## src/rtl/shot_resolver.sv

```systemverilog
// Fire-request resolver for the 10x10 grid-cell array: decodes the ship table,
// classifies each shot as miss/hit/sunk/rejected and drives shot and sink pulses.
module shot_resolver #(
  parameter int GRID_N    = 10,
  parameter int NUM_SHIPS = 5
) (
  input  logic                        clk,
  input  logic                        reset,
  input  logic [12*NUM_SHIPS-1:0]     ship_cfg,
  input  logic                        fire_valid,
  output logic                        fire_ready,
  input  logic [3:0]                  fire_row,
  input  logic [3:0]                  fire_col,
  output logic [GRID_N*GRID_N-1:0]    is_ship,
  output logic [GRID_N*GRID_N-1:0]    shot,
  output logic [GRID_N*GRID_N-1:0]    ship_sunk,
  output logic                        result_valid,
  output logic [1:0]                  result_code,
  output logic [2:0]                  result_ship,
  output logic                        all_sunk
);
  localparam int CELLS = GRID_N * GRID_N;
  localparam int IDX_W = $clog2(CELLS);

  typedef enum logic [1:0] {IDLE = 2'd0, EVAL = 2'd1, SINK = 2'd2} state_t;
  state_t state, state_nxt;

  function automatic logic [2:0] sat_inc(input logic [2:0] cnt, input logic [2:0] lim);
    return (cnt >= lim) ? lim : cnt + 3'd1;
  endfunction

  logic [CELLS-1:0]     ship_mask [NUM_SHIPS];
  logic [2:0]           thresh    [NUM_SHIPS];
  logic [CELLS-1:0]     owned;
  logic [2:0]           owner     [CELLS];
  logic [3:0]           row_p0, col_p0;
  logic [2:0]           ship_p1;
  logic [CELLS-1:0]     fired;
  logic [2:0]           hit       [NUM_SHIPS];
  logic [NUM_SHIPS-1:0] sunk_flag, done_nxt;
  logic                 tgt_off, tgt_reject, tgt_owned, tgt_sink;
  logic [IDX_W-1:0]     tgt_idx;
  logic [2:0]           tgt_ship, tgt_hit_nxt;
  logic [CELLS-1:0]     sink_mask, halo;

  // Ship table decode; off-grid segment cells drop out of both mask and threshold
  always_comb begin
    for (int k = 0; k < NUM_SHIPS; k++) begin
      ship_mask[k] = '0;
      thresh[k]    = '0;
      for (int i = 0; i < 7; i++) begin
        int r, c;
        r = int'(ship_cfg[12*k+4 +: 4]) + (ship_cfg[12*k+11] ? 0 : i);
        c = int'(ship_cfg[12*k +: 4])   + (ship_cfg[12*k+11] ? i : 0);
        if (i < int'(ship_cfg[12*k+8 +: 3]) && r < GRID_N && c < GRID_N) begin
          ship_mask[k][IDX_W'(r*GRID_N + c)] = 1'b1;
          thresh[k] = thresh[k] + 3'd1;
        end
      end
    end
  end

  // Descending scan so the lowest ship index wins an overlapped cell
  always_comb begin
    for (int j = 0; j < CELLS; j++) begin
      owned[j] = 1'b0;
      owner[j] = '0;
      for (int k = NUM_SHIPS-1; k >= 0; k--) begin
        if (ship_mask[k][j]) begin
          owned[j] = 1'b1;
          owner[j] = 3'(k);
        end
      end
    end
  end

  assign is_ship = owned;

  // EVAL stage: classify the latched request (_p0)
  always_comb begin
    tgt_off     = (int'(row_p0) >= GRID_N) || (int'(col_p0) >= GRID_N);
    tgt_idx     = IDX_W'(int'(row_p0) * GRID_N + int'(col_p0));
    tgt_reject  = tgt_off || fired[tgt_idx];
    tgt_owned   = !tgt_off && owned[tgt_idx];
    tgt_ship    = tgt_off ? 3'd0 : owner[tgt_idx];
    tgt_hit_nxt = sat_inc(hit[tgt_ship], thresh[tgt_ship]);
    tgt_sink    = !tgt_reject && tgt_owned && (tgt_hit_nxt >= thresh[tgt_ship]);
  end

  // SINK stage: halo of the sunk ship (_p1), clipped at every grid edge
  assign sink_mask = ship_mask[ship_p1];

  always_comb begin
    halo = '0;
    for (int r = 0; r < GRID_N; r++) begin
      for (int c = 0; c < GRID_N; c++) begin
        for (int dr = -1; dr <= 1; dr++) begin
          for (int dc = -1; dc <= 1; dc++) begin
            int nr, nc;
            nr = r + dr;
            nc = c + dc;
            if (nr >= 0 && nr < GRID_N && nc >= 0 && nc < GRID_N &&
                sink_mask[IDX_W'(nr*GRID_N + nc)])
              halo[IDX_W'(r*GRID_N + c)] = 1'b1;
          end
        end
      end
    end
  end

  // Unused and fully off-grid entries count as already sunk
  always_comb begin
    for (int k = 0; k < NUM_SHIPS; k++)
      done_nxt[k] = sunk_flag[k] || (thresh[k] == 3'd0) || (ship_p1 == 3'(k));
  end

  always_ff @(posedge clk) begin
    if (reset) state <= IDLE;
    else       state <= state_nxt;
  end

  always_comb begin
    state_nxt = state;
    case (state)
      IDLE:    if (fire_valid && fire_ready) state_nxt = EVAL;
      EVAL:    state_nxt = tgt_sink ? SINK : IDLE;
      SINK:    state_nxt = IDLE;
      default: state_nxt = IDLE;
    endcase
  end

  always_comb begin
    fire_ready   = (state == IDLE) && !all_sunk && !reset;
    shot         = '0;
    ship_sunk    = '0;
    result_valid = 1'b0;
    result_code  = 2'b00;
    result_ship  = 3'd0;
    case (state)
      EVAL: begin
        if (tgt_reject) begin
          result_valid = 1'b1;
          result_code  = 2'b11;
        end else begin
          shot[tgt_idx] = 1'b1;
          if (!tgt_owned) begin
            result_valid = 1'b1;
            result_code  = 2'b00;
          end else if (!tgt_sink) begin
            result_valid = 1'b1;
            result_code  = 2'b01;
            result_ship  = tgt_ship;
          end
        end
      end
      SINK: begin
        ship_sunk    = halo;
        result_valid = 1'b1;
        result_code  = 2'b10;
        result_ship  = ship_p1;
      end
      default: ;
    endcase
  end

  // Request and ship-index latches carry data only
  always_ff @(posedge clk) begin
    if (state == IDLE && fire_valid && fire_ready) begin
      row_p0 <= fire_row;
      col_p0 <= fire_col;
    end
    if (state == EVAL) ship_p1 <= tgt_ship;
  end

  always_ff @(posedge clk) begin
    if (reset) begin
      fired     <= '0;
      sunk_flag <= '0;
      all_sunk  <= 1'b0;
      for (int k = 0; k < NUM_SHIPS; k++) hit[k] <= '0;
    end else begin
      if (state == EVAL && !tgt_reject) begin
        fired[tgt_idx] <= 1'b1;
        if (tgt_owned) hit[tgt_ship] <= tgt_hit_nxt;
      end
      if (state == SINK) begin
        sunk_flag[ship_p1] <= 1'b1;
        all_sunk           <= all_sunk | (&done_nxt);
      end
    end
  end

endmodule

```

## config.mk

```make
export PLATFORM = sky130hd
export DESIGN_NAME = shot_resolver
export DESIGN_NICKNAME = d
export VERILOG_FILES = /design/src/rtl/shot_resolver.sv
export SDC_FILE = /design/constraint.sdc
export NUM_CORES = 2
export LEC_CHECK = 0
export BUFFER_PORTS_ARGS = -buffer_cell sky130_fd_sc_hd__buf_2
export CORE_UTILIZATION = 32
export CTS_CLUSTER_DIAMETER = 120
export DETAILED_ROUTE_END_ITERATION = 7
export PLACE_DENSITY_LB_ADDON = 0.12
export SLEW_MARGIN = 15
export SYNTH_ARGS = -nofsm -noshare
export SYNTH_HDL_FRONTEND = slang
export SYNTH_SLANG_ARGS = --single-unit
```

## constraint.sdc

```tcl
create_clock -name clk -period 11.82 [get_ports clk]
set_input_delay 1.773 -clock clk [delete_from_list [all_inputs] [get_ports clk]]
set_output_delay 1.773 -clock clk [all_outputs]
set_load 0.02 [all_outputs]
```

==> impl_metrics.env <==
export IMPL_synth_area_leader_cell="ha_1"
export IMPL_synth_distinct_cells=119
export IMPL_multi_input_area_sq_um=51100
export IMPL_synth_most_common_cell="nor2_1"
export IMPL_nFillCells=15753
export IMPL_drive_gt1_frac=0.408
export IMPL_period_share=1.11
export IMPL_cp_slowest_cell="o21ai_0"
export IMPL_post_drt_via_cell_ratio=6.69
export IMPL_start_util=0.323
export IMPL_end_kind="output pin"
export IMPL_die_area_sq_um=166000
export IMPL_synthXorXnorAreaFrac=0.0726
export IMPL_grt_max_degree=115
export IMPL_yosys_top_cells_count="nor2_1, nand2_1, nor3_1"
export IMPL_synthToLayoutAreaGrowth_pct=59.6
export IMPL_top_usage_layer="met2"
export IMPL_ant_nets=0
export IMPL_met3_usage=0.171
export IMPL_grt_total_usage=0.508
export IMPL_htree_levels=4
export IMPL_cts_buffers=17
export IMPL_p_leak_nw=36.5
export IMPL_cp_arrival_ns=11.30
export IMPL_netlist_area_sq_um=52600
export IMPL_die_h_microns=408
export IMPL_drc=7
export IMPL_cts_sinks=134
export IMPL_crit_type="in2out"
export IMPL_final_max_slew_viol_count=2
export IMPL_worst_slack_ns=-1.25
export IMPL_final_cell_count_no_fill=12782
export IMPL_hpwl_microns=371000
export IMPL_grt_ovfl_total=0
export IMPL_first_pass_iters=8
export IMPL_crit_path_start_kind="input port"
export IMPL_syn_inst=7597
export IMPL_core_area_sq_um=163000
export IMPL_cts_root_buf="clkbuf_16"
export IMPL_tritoncts="built"
export IMPL_ys_warn_count=0
export IMPL_final_core_utilization=0.516
export IMPL_synth_mux_area_fraction=0.0312
export IMPL_clock_path_buffers=2
export IMPL_yosys_most_used_dff="dfxtp_1"
export IMPL_yosys_area_share_simple=0.359
export IMPL_avgRoutedWirePerCell_microns=35.0
export IMPL_met2_usage=0.764
export IMPL_grt_setup_unrepaired="true"
export IMPL_worst_pin_slew_ns=1.97
export IMPL_dp_cells=12599
export IMPL_synth_compound_area_frac=0.303
export IMPL_crit_buf_inv=10
export IMPL_status="complete, but fails checks"
export IMPL_power_density_nw_per_um2=125
export IMPL_final_setup_skew_ns=0.0114
export IMPL_report_final_setup_viol=5
export IMPL_portBuffers=306
export IMPL_synth_top_family_by_area="simple AND/OR/NAND/NOR gates"
export IMPL_finalHoldViolCount=0
export IMPL_avgSynthCellArea_sq_um=6.93
export IMPL_internal_power_mw=4.72
export IMPL_rows=148
export IMPL_via_count=85503
export IMPL_ys_ff_latch=134
export IMPL_async_reset_ff_frac=0
export IMPL_regArea_sq_um=2940
export IMPL_grt_pass1_vias=81284
export IMPL_violations="DRC, capacitance limit, slew limit, setup timing"
export IMPL_fmax_mhz=76.5
export IMPL_path_clk_slew_ns=0.06
export IMPL_wirelength_microns=447000
export IMPL_gp_congestion=1.22
export IMPL_crit_required_ns=10.05
export IMPL_p_seq_frac=0.045
export IMPL_max_slew_margin_rel=-0.324
export IMPL_worstHoldPathType="reg2reg"
export IMPL_maxCapViolCount=2
export IMPL_die_w_microns=408
export IMPL_critPathMaxStageDelay_ns=1.50
export IMPL_synth_edf_count=26
export IMPL_nNetsFinal=11097
export IMPL_drt_iter0_markers=12979
export IMPL_io_pins=379
export IMPL_yosysTopAreaCellShare=0.0853
export IMPL_ys_seq_area_frac=0.0559
export IMPL_path_delay_family="compound AO/OA/AOI/OAI gates"
export IMPL_use_met1=0.585
export IMPL_synth_fa_ha_area_frac=0.119
export IMPL_combPwrFrac=0.906
export IMPL_cp_common_cell="buf_6"
export IMPL_grt_pass1_wl_microns=612000
export IMPL_period_needed_ns=13.07
export IMPL_p_sw_mw=5.83
export IMPL_p_clk_frac=0.049
export IMPL_p_sw_frac=0.553
export IMPL_cp_max_fo=6
export IMPL_antenna_found_initial=42
export IMPL_clock_latency_ns=0.45
export IMPL_peakVddDrop_mv=0.147
export IMPL_synth_area_leaders="ha_1, nor2_1, nand2_1"
==> logic make-up after synthesis <==
kind of cell | Yosys count
AOI/OAI and AO/OA | 2126
xor gates and xnor gates | 384
adders and majority gates | 447
buffers and inverters | 723
DFF | 134
muxes | 114
other | 1
and+or+nand+nor | 3668
==> cells in the final DEF (no fill, tap or decap), types with 73 or more instances in the layout <==
master       n
nand3_1    392
nor2b_1     77
nand4_1    187
a221oi_1    74
xor2_1     126
nand2_1    587
o22ai_1    190
and3_1     106
nor3_1     359
a22oi_1    149
buf_4     2947
xnor2_1    168
buf_2      293
nor4_1     189
a31oi_1     78
or2_2       81
inv_1      213
a211oi_1    96
nand2b_1   112
o21ai_0    198
ha_1       307
fa_1        76
dfxtp_1    108
nor2_1     884
a21oi_1    222
or3_1       80
o211ai_1    73
==> final cells by class <==
class / instances / area share
multi-input combinational: 6812 / 0.609
timing repair buffer: 3377 / 0.306
sequential: 134 / 0.0350
tap: 2175 / 0.0324
inverter: 237 / 0.0107
clock buffer: 18 / 0.00523
clock inverter: 14 / 0.00161
antenna: 15 / 0.000447
==> final timing paths <==
| check | from | to | slack (ns) | cells past startpoint |
|---|---|---|---|---|
| hold / removal | fired[52]$_SDFFE_PP0P_ | fired[52]$_SDFFE_PP0P_ | 0.47 | 2 |
| setup / recovery | ship_cfg[35] | result_ship[2] | -1.25 | 40 |
| setup reg to reg | row_p0[0]$_DFFE_PP_ | state[1]$_SDFFE_PP0P_ | 3.72 | 27 |
| hold reg to reg | fired[52]$_SDFFE_PP0P_ | fired[52]$_SDFFE_PP0P_ | 0.47 | 2 |
==> stage by stage <==
stage	setup TNS (ns)	total power [mW]	setup slack, ns	hold WS, ns	area [sq um]
6_report	-6.01	10.5	-1.25	0.472	84000
5_1_grt	-6.17	10.9	-1.28	0.492	84000
4_1_cts	-0.594	9.83	-0.172	0.473	82200
3_5_place_dp	-6.12	8.78	-1.28	0.456	77900
3_3_place_gp	-6.61	8.69	-1.37	0.446	77900
2_1_floorplan	0	4.25	0.0534	0.435	53000
==> per-layer routing <==
layer | part of all wire | wire length, microns | up-vias
met5 | 0.00062 | 276 | -
met4 | 0.11 | 49000 | 34
met3 | 0.13 | 56800 | 2234
met2 | 0.41 | 183000 | 6830
met1 | 0.35 | 159000 | 40848
li1 | - | - | 35557
==> flip-flops by register name, indices dropped and copies added (netlist names) <==
signal,flops
state,2
row_p0,4
hit,15
all_sunk,1
sunk_flag,5
ship_p1,3
col_p0,4
fired,100
==> worst reg2reg max path, delay by kind of cell (launching register included) <==
kind                       cells  cell delay (ns)
AOI/OAI and AO/OA             11             2.12
adders and majority gates      4             2.05
buffers and inverters          7             1.47
DFF                            1             0.41
muxes                          1             0.29
and+or+nand+nor                4             1.65
==> repair_timing <==
| item | in CTS | in global routing |
|---|---|---|
| endpoints found under the setup margin | 5 | 5 |
| setup buffers | 91 | 48 |
| hold buffers | 0 | 0 |
| gates cloned | 3 | 0 |
| pin swaps | 178 | 143 |
| gates resized for setup | 602 | 267 |
==> power by group through the flow <==
stage               Combinational [mW]  Clock (mW)  Sequential [mW]
floorplan                         3.77           0            0.485
global placement                  8.21           0            0.486
detailed placement                8.30           0            0.486
CTS                               8.83       0.517            0.476
global route                      9.84       0.537            0.476
finish                            9.55       0.519            0.476
Power figures use the tool's default switching activity.
